--- src/rtl/alu_multiword_seq.sv ---
// Multi-word add/subtract sequencer: feeds an external BUS-bit ALU one word per clock
// and chains the carry through a register. Saturation is enabled by ALU_MULTIWORD_SEQ_SAT_EN.
module alu_multiword_seq #(
   parameter int unsigned BUS   = 8,
   parameter int unsigned WORDS = 4
) (
   input  logic                 clk,
   input  logic                 rst,
   input  logic                 start,
   input  logic                 op,
   input  logic [BUS*WORDS-1:0] opa,
   input  logic [BUS*WORDS-1:0] opb,
   output logic [BUS-1:0]       alu_a,
   output logic [BUS-1:0]       alu_b,
   output logic                 alu_cin,
   output logic                 alu_c2,
   input  logic [BUS-1:0]       alu_sout,
   input  logic                 alu_cout,
   output logic                 busy,
   output logic                 done,
   output logic [BUS*WORDS-1:0] result,
   output logic                 carry,
   output logic                 zero,
   output logic                 overflow,
   output logic                 negative
);

   localparam int unsigned W     = BUS * WORDS;
   localparam int unsigned IDX_W = (WORDS > 1) ? $clog2(WORDS) : 1;

   localparam logic [1:0] S_IDLE = 2'd0;
   localparam logic [1:0] S_RUN  = 2'd1;
   localparam logic [1:0] S_DONE = 2'd2;

   logic [1:0]       state_q, state_d;
   logic [IDX_W-1:0] idx_q, idx_d;
   logic             cr_q, cr_d;
   logic             op_q, op_d;
   logic [W-1:0]     a_q, a_d;
   logic [W-1:0]     b_q, b_d;
   logic [W-1:0]     result_q, result_d;
   logic             carry_q, carry_d;
   logic             overflow_q, overflow_d;
   logic             busy_q, busy_d;
   logic             done_q, done_d;
   logic             valid_q, valid_d;
   logic             ovf_w;

   // Next-state, ALU drive and result collection
   always_comb begin
      state_d    = state_q;
      idx_d      = idx_q;
      cr_d       = cr_q;
      op_d       = op_q;
      a_d        = a_q;
      b_d        = b_q;
      result_d   = result_q;
      carry_d    = carry_q;
      overflow_d = overflow_q;
      busy_d     = busy_q;
      done_d     = 1'b0;
      valid_d    = valid_q;
      alu_a      = '0;
      alu_b      = '0;
      alu_cin    = 1'b0;
      ovf_w      = 1'b0;

      case (state_q)
         S_IDLE: begin
            if (start) begin
               a_d     = opa;
               b_d     = opb;
               op_d    = op;
               cr_d    = op;
               idx_d   = '0;
               busy_d  = 1'b1;
               valid_d = 1'b0;
               state_d = S_RUN;
            end
         end
         S_RUN: begin
            alu_a   = a_q[idx_q*BUS +: BUS];
            alu_b   = b_q[idx_q*BUS +: BUS] ^ {BUS{op_q}};
            alu_cin = cr_q;
            ovf_w   = (alu_a[BUS-1] == alu_b[BUS-1]) && (alu_sout[BUS-1] != alu_a[BUS-1]);
            result_d[idx_q*BUS +: BUS] = alu_sout;
            cr_d    = alu_cout;
            idx_d   = idx_q + IDX_W'(1);
            if (idx_q == IDX_W'(WORDS - 1)) begin
               carry_d    = alu_cout;
               overflow_d = ovf_w;
               idx_d      = '0;
               busy_d     = 1'b0;
               done_d     = 1'b1;
               valid_d    = 1'b1;
               state_d    = S_DONE;
`ifdef ALU_MULTIWORD_SEQ_SAT_EN
               // Clamp to the signed limit on the side of operand A's sign
               if (ovf_w) begin
                  result_d = a_q[W-1] ? {1'b1, {(W-1){1'b0}}} : {1'b0, {(W-1){1'b1}}};
               end
`endif
            end
         end
         S_DONE: begin
            state_d = S_IDLE;
         end
         default: begin
            state_d = S_IDLE;
         end
      endcase
   end

   // State and datapath registers
   always_ff @(posedge clk) begin
      if (rst) begin
         state_q    <= S_IDLE;
         idx_q      <= '0;
         cr_q       <= 1'b0;
         op_q       <= 1'b0;
         a_q        <= '0;
         b_q        <= '0;
         result_q   <= '0;
         carry_q    <= 1'b0;
         overflow_q <= 1'b0;
         busy_q     <= 1'b0;
         done_q     <= 1'b0;
         valid_q    <= 1'b0;
      end else begin
         state_q    <= state_d;
         idx_q      <= idx_d;
         cr_q       <= cr_d;
         op_q       <= op_d;
         a_q        <= a_d;
         b_q        <= b_d;
         result_q   <= result_d;
         carry_q    <= carry_d;
         overflow_q <= overflow_d;
         busy_q     <= busy_d;
         done_q     <= done_d;
         valid_q    <= valid_d;
      end
   end

   assign alu_c2   = 1'b0;
   assign busy     = busy_q;
   assign done     = done_q;
   assign result   = result_q;
   assign carry    = carry_q;
   assign overflow = overflow_q;
   // Flags only reflect a completed operation
   assign zero     = valid_q & (result_q == '0);
   assign negative = valid_q & result_q[W-1];

endmodule

--- config.mk ---
export PLATFORM = sky130hd
export DESIGN_NAME = alu_multiword_seq
export DESIGN_NICKNAME = d
export VERILOG_FILES = /design/src/rtl/alu_multiword_seq.sv
export SDC_FILE = /design/constraint.sdc
export NUM_CORES = 1
export LEC_CHECK = 0
export ABC_AREA = 1
export BUFFER_PORTS_ARGS = -buffer_cell sky130_fd_sc_hd__buf_4
export CAP_MARGIN = 10
export CORE_ASPECT_RATIO = 1.4
export CORE_MARGIN = 3
export CORE_UTILIZATION = 40
export CTS_BUF_LIST = sky130_fd_sc_hd__clkbuf_16
export DETAILED_ROUTE_END_ITERATION = 12
export GPL_ROUTABILITY_DRIVEN = 0
export PLACE_DENSITY = 0.67
export RECOVER_POWER = 50
export SLEW_MARGIN = 15
export SYNTH_ARGS = -nofsm -noshare
export SYNTH_HDL_FRONTEND = slang
export SYNTH_SLANG_ARGS = --single-unit
--- constraint.sdc ---
create_clock -name clk -period 2.25 [get_ports clk]
set_clock_uncertainty 0.05 [all_clocks]
set_input_delay 0.1125 -clock clk [delete_from_list [all_inputs] [get_ports clk]]
set_output_delay 0.1125 -clock clk [all_outputs]
set_load 0.02 [all_outputs]
Yosys cells after proc, flatten, opt, wreduce, memory -nomap -nowiden

Cells that the tools add are included.

Add/subtract/negate cells: 2
Equality and inequality tests: 6
Shifts and indexed selects: 4
Muxes and demuxes: 19
Bitwise gates (word level): 4
Reduce and logical (&&, ||, !) cells: 10

Operators with widths:

| operator                | number |
|---|---|
| $shiftx 32x6->8         | 2 |
| $neg 5->34              | 1 |
| $shift 8x34->32 const A | 1 |
| $shiftx 8x34->32        | 1 |
| $bwmux 32               | 1 |
| $logic_not 32->1        | 1 |
| $mux 8                  | 2 |
| $mux 2                  | 4 |
| $pmux 2 s2              | 2 |
| $reduce_and 2->1        | 4 |
| $xor 8x8->8             | 1 |
| $mux 1                  | 7 |
| $pmux 1 s2              | 3 |
| $ne 2x2->1 const B      | 2 |
| $reduce_and 3->1        | 1 |
| $add 2x1->2 const B     | 1 |
| $and 1x1->1             | 2 |
| $eq 2x1->1 const B      | 1 |
| $eq 2x2->1 const B      | 1 |
| $logic_not 2->1         | 1 |
| $reduce_bool 2->1       | 1 |
| $reduce_or 2->1         | 1 |
| $eq 1x1->1              | 1 |
| $logic_and 1x1->1       | 1 |
| 2 further kinds         | 2 |

Flip-flop bits (word level): 107
Input bits: 77

Longest topological paths before layout

Depth in word-level cells: 4
Gate-level depth with buffers: 11
Depth with buffers taken out: 10

Least setup slack after synthesis

No wires, ideal clock.

Path kind: register -> register
Start point: register idx_q[0]
End point: register result_q[22], in the netlist result[22]
Library setup time: 0.070 ns
Arrival time: 2.050 ns
Required time: 2.130 ns
Path slack: 0.080 ns
Cell stages (with the launch flop): 10
Path buffers: 3
Period minus slack after synthesis: 2.170 ns
Cells stage by stage: dfxtp_1 buf_4 inv_1 buf_2 buf_2 ha_1 inv_2 nor4_4 nand2_1 a21oi_1

Cells in the longest elaborated chain, start to end: 3
Elaborated cells between the ends (all ways): 4
Classes of those cells: 1 x add/sub; 2 x shift; 1 x mux

Ends and longest elaborated chain:

| what                                                | RTL line | text |
|---|---|---|
| start: declaration                                  | 36       | `logic [IDX_W-1:0] idx_q, idx_d;` |
| start signal: assignment                            | 131      | `idx_q <= idx_d;` |
| $neg 5->34 (*)                                      | 86       | `result_d[idx_q*BUS +: BUS] = alu_sout;` |
| $shiftx 8x34->32 or $shift 8x34->32 (tied branches) | 86       |  |
| $bwmux 32 (*)                                       | 86       |  |
| end signal: assignment                              | 136      | `result_q <= result_d;` |
| end: declaration                                    | 41       | `logic [W-1:0] result_q, result_d;` |

Every way passes the cells marked *; elsewhere a longest branch is shown, timed or not.
A chain may end at the register's enable or synchronous reset.

Worst setup path after layout

Start point: register state_q[1]
End point: output alu_b[5]

Cells in the longest elaborated chain, start to end: 2

Ends and longest elaborated chain:

| what                     | RTL line | text |
|---|---|---|
| start: declaration       | 35       | `logic [1:0] state_q, state_d;` |
| start signal: assignment | 130      | `state_q <= state_d;` |
| $eq 2x1->1               | 68       | `case (state_q)` |
| $mux 8                   | 68       |  |
| end: declaration         | 14       | `output logic [BUS-1:0] alu_b,` |

No other way between the ends.

==> flow_summary_export.csv <==
group,metric,value,unit
status,status,"finished, final reports clean",
cts,cts.sinks,107,
synth,synth_edf_count,0,
synth,yosysWarnings,0,
layout,instances_no_fill,989,
setup_path,worstPathCellList,"nor2_4 > clkbuf_1 > o21ai_0 > a21oi_1 > buf_4",
cts,insertion_delay,0.35,ns
placed_design,dpl_cell_area,0.00570,mm²
setup_path,r2r_slack,0.30,ns
floorplanning,ios,133,
cts,clock-root-buffer,"clkbuf_16",
layout,final_cell_area,0.00656,mm²
synth,synth_most_common_cell,"nor2_1",
global_route,grt_max_degree,68,
timing,timing.final.crit_share,0.906,
setup_path,reg2reg_depth,7,
route,firstDrtPassIters,5,
min_path,holdPathStages,3,
setup_path,critPathKind,"reg -> out",
synth,syn_inst,659,
layout,multi_input_area,0.00223,mm²
route,drt_iter0_drc,263,
layout,diodes,0,
cts,htree_levels,3,
pwr,powerDensity,670,mW/mm²
min_path,whs_endpoint,"op_q$_SDFFE_PP0P_",
timing,setup_tns,0,ns
setup_path,critPathLaunchType,"flip-flop",
route,drc,0,
setup_path,required,2.09,ns
synth,async_flop_share,0,
cts,cts_tree,"done",
pwr,p_int,3.20,mW
timing,slew_viol_final,0,
min_path,min_path_type,"in -> reg",
timing,fin_crit,2.04,ns
floorplanning,initial_core_util,0.417,
setup_path,r2r_start,"state_q[0]$_SDFFE_PP0P_",
placed_design,place.detailed.hpwl,9470,µm
min_path,hold_start,"op",
pwr,switchingPower,1.20,mW
setup_path,path_max_fanout,12,
synth,synthFlopType,"dfxtp_1",
pwr,power_frac_comb,0.182,
global_route,antenna_found_initial,0,
cts,clk_pin_slew,0.07,ns
setup_path,worst_path_largest_cell_delay,0.34,ns
timing,final-setup-viol-count,0,
floorplanning,die_area,0.0129,mm²
timing,rsz0062_at_grt,"no",
timing,tightestPinTransition,1.08,ns
floorplanning,core_area,0.0111,mm²
layout,register_area,0.00214,mm²
setup_path,r2r-end,"cr_q$_SDFFE_PP0P_",
global_route,grt_overflow,0,
pwr,seqPwrFrac,0.470,
flow_run,maxCapViolCount,0,
synth,ys_seq_area_frac,0.463,
setup_path,worst_path_max_delay_cell,"dfxtp_1",
global_route,grt_use_total,0.219,
pwr,switching_share,0.272,
timing,hold_violations,0,
layout,synthToLayoutAreaGrowth,41.9,%
route,vias,5010,
synth,syn_area,0.00463,mm²
pwr,ir_drop,444,µV
layout,final_layout_size_suffix_gt1_frac,0.152,
synth,ys_top_cells_by_count,"nor2_1, dfxtp_1, nand2_1, o21ai_0, a21oi_1",
route,vias_per_cell,5.07,
route,post_drt_wl_per_cell,14.3,µm
cts,numCtsBuffers,9,
synth,avgSynthCellArea,7.02,µm²
synth,yosysTopAreaCell,"dfxtp_1",
route,ant_nets,0,
layout,fillerInstances,1050,
global_route,grt_pass1_vias,4866,
placed_design,placement.io_buffers,131,
timing,max_freq,0.491,GHz
setup_path,worst_setup_path_end_kind,"primary output",
timing,whs,0.00712,ns
floorplanning,die_h,133,µm
cts,cts_buffer_depth,2,
pwr,clkPwrFrac,0.349,
synth,synth_area_leaders,"dfxtp_1, nor2_1, o21ai_0",
floorplanning,fp.dieW,96.9,µm
global_route,grt_pass1_wl,23200,µm
floorplanning,rows,45,
pwr,leakagePower,2.83,nW
route,drt_wl_total,14100,µm
setup_path,worst_ep_arrival_time,1.87,ns
layout,nets,926,
placed_design,place.detailed.instances,900,
synth,ys_ff_latch,107,
synth,synth_nets,742,
synth,synth.distinct_cells,27,
synth,synth_top_area_frac,0.463,
timing,maxSlewHeadroom,0.282,
-- worst max-delay path by stage --
stage	cells after the start	slack [ns]	startpoint	endpoint
after floorplan	9	0.08	idx_q[0]$_SDFFE_PP0P_	result[22]$_SDFFE_PP0P_
after global placement	7	0.50	idx_q[0]$_SDFFE_PP0P_	result[0]$_SDFFE_PP0P_
after detailed placement	7	0.41	idx_q[0]$_SDFFE_PP0P_	result[5]$_SDFFE_PP0P_
after CTS	6	0.14	idx_q[0]$_SDFFE_PP0P_	alu_b[5]
after global routing	6	0.03	state_q[0]$_SDFFE_PP0P_	b_q[5]$_SDFFE_PP0P_
final	5	0.21	state_q[1]$_SDFFE_PP0P_	alu_b[5]
-- worst max-delay path: cells and delay by family, from the launching register on --
family	cells	cell delay (ns)
and+or+nand+nor	1	0.33
DFF	1	0.34
buffers and inverters	2	0.50
AOI/OAI and AO/OA	2	0.36
-- cells by family after synthesis --
logic type      synth area share
flops                      0.463
compound gates             0.178
buf+inv                   0.0554
fa+ha+maj                 0.0162
simple gates               0.286
other cells             0.000810
-- metal layers --
layer  track usage  vias up  share of wire
met2         0.374      202           0.50
met4        0.0984        0          0.031
li1              -     2507              -
met3        0.0388       35          0.058
met5             0        -              0
met1         0.268     2266           0.41
-- layout make-up --
type	count	area share
tap	141	0.0269
timing repair buffer	213	0.252
clock buffer	9	0.0343
multi-input combinational	491	0.339
inverter	21	0.0120
clock inverter	7	0.00915
sequential	107	0.326
-- sequential cells by signal, indices dropped and copies added, names as in the netlist --
register  flops
busy          1
idx_q         2
done          1
a_q          32
carry         1
valid_q       1
b_q          32
result       32
cr_q          1
state_q       2
op_q          1
overflow      1
-- timing repair --
action | 4_1_cts | 5_1_grt
hold endpoints to repair | 72 | 1
setup endpoints to repair | 0 | 1
hold buffers | 72 | 1
resized for setup | 0 | 1
setup buffers | 0 | 0
-- layout by cell type, fill, tap and decap left out, types with 3 or more instances in the layout --
| master | Yosys | layout |
|---|---|---|
| nor2_1 | 197 | 197 |
| dfxtp_1 | 107 | 107 |
| o21ai_0 | 100 | 100 |
| nand2_1 | 100 | 100 |
| buf_4 | 3 | 99 |
| dlygate4sd3_1 | 0 | 73 |
| a21oi_1 | 50 | 50 |
| clkbuf_1 | 22 | 38 |
| inv_1 | 19 | 19 |
| nand3_1 | 9 | 9 |
| clkbuf_16 | 0 | 9 |
| o22ai_1 | 7 | 7 |
| ha_1 | 6 | 6 |
| nor4_1 | 4 | 4 |
| inv_2 | 2 | 3 |
| nand2_2 | 3 | 3 |
| clkinv_2 | 0 | 3 |
-- stage by stage --
stage               total power, mW  utilization  setup slack, ns
global route                   4.61        0.592           0.0271
floorplan                      2.53            -           0.0795
global placement               2.80        0.514            0.502
detailed placement             2.81        0.514            0.411
CTS                            4.41        0.604            0.135
finish                         4.40        0.592            0.213
-- power by group through the flow --
stage          clock [mW]  sequential (mW)  combinational [mW]
2_1_floorplan           0             2.10               0.429
3_5_place_dp            0             2.11               0.701
3_3_place_gp            0             2.11               0.693
6_report             1.53             2.07               0.799
4_1_cts              1.54             2.07               0.804
5_1_grt              1.63             2.08               0.890
(Power assumes the default switching activity.)
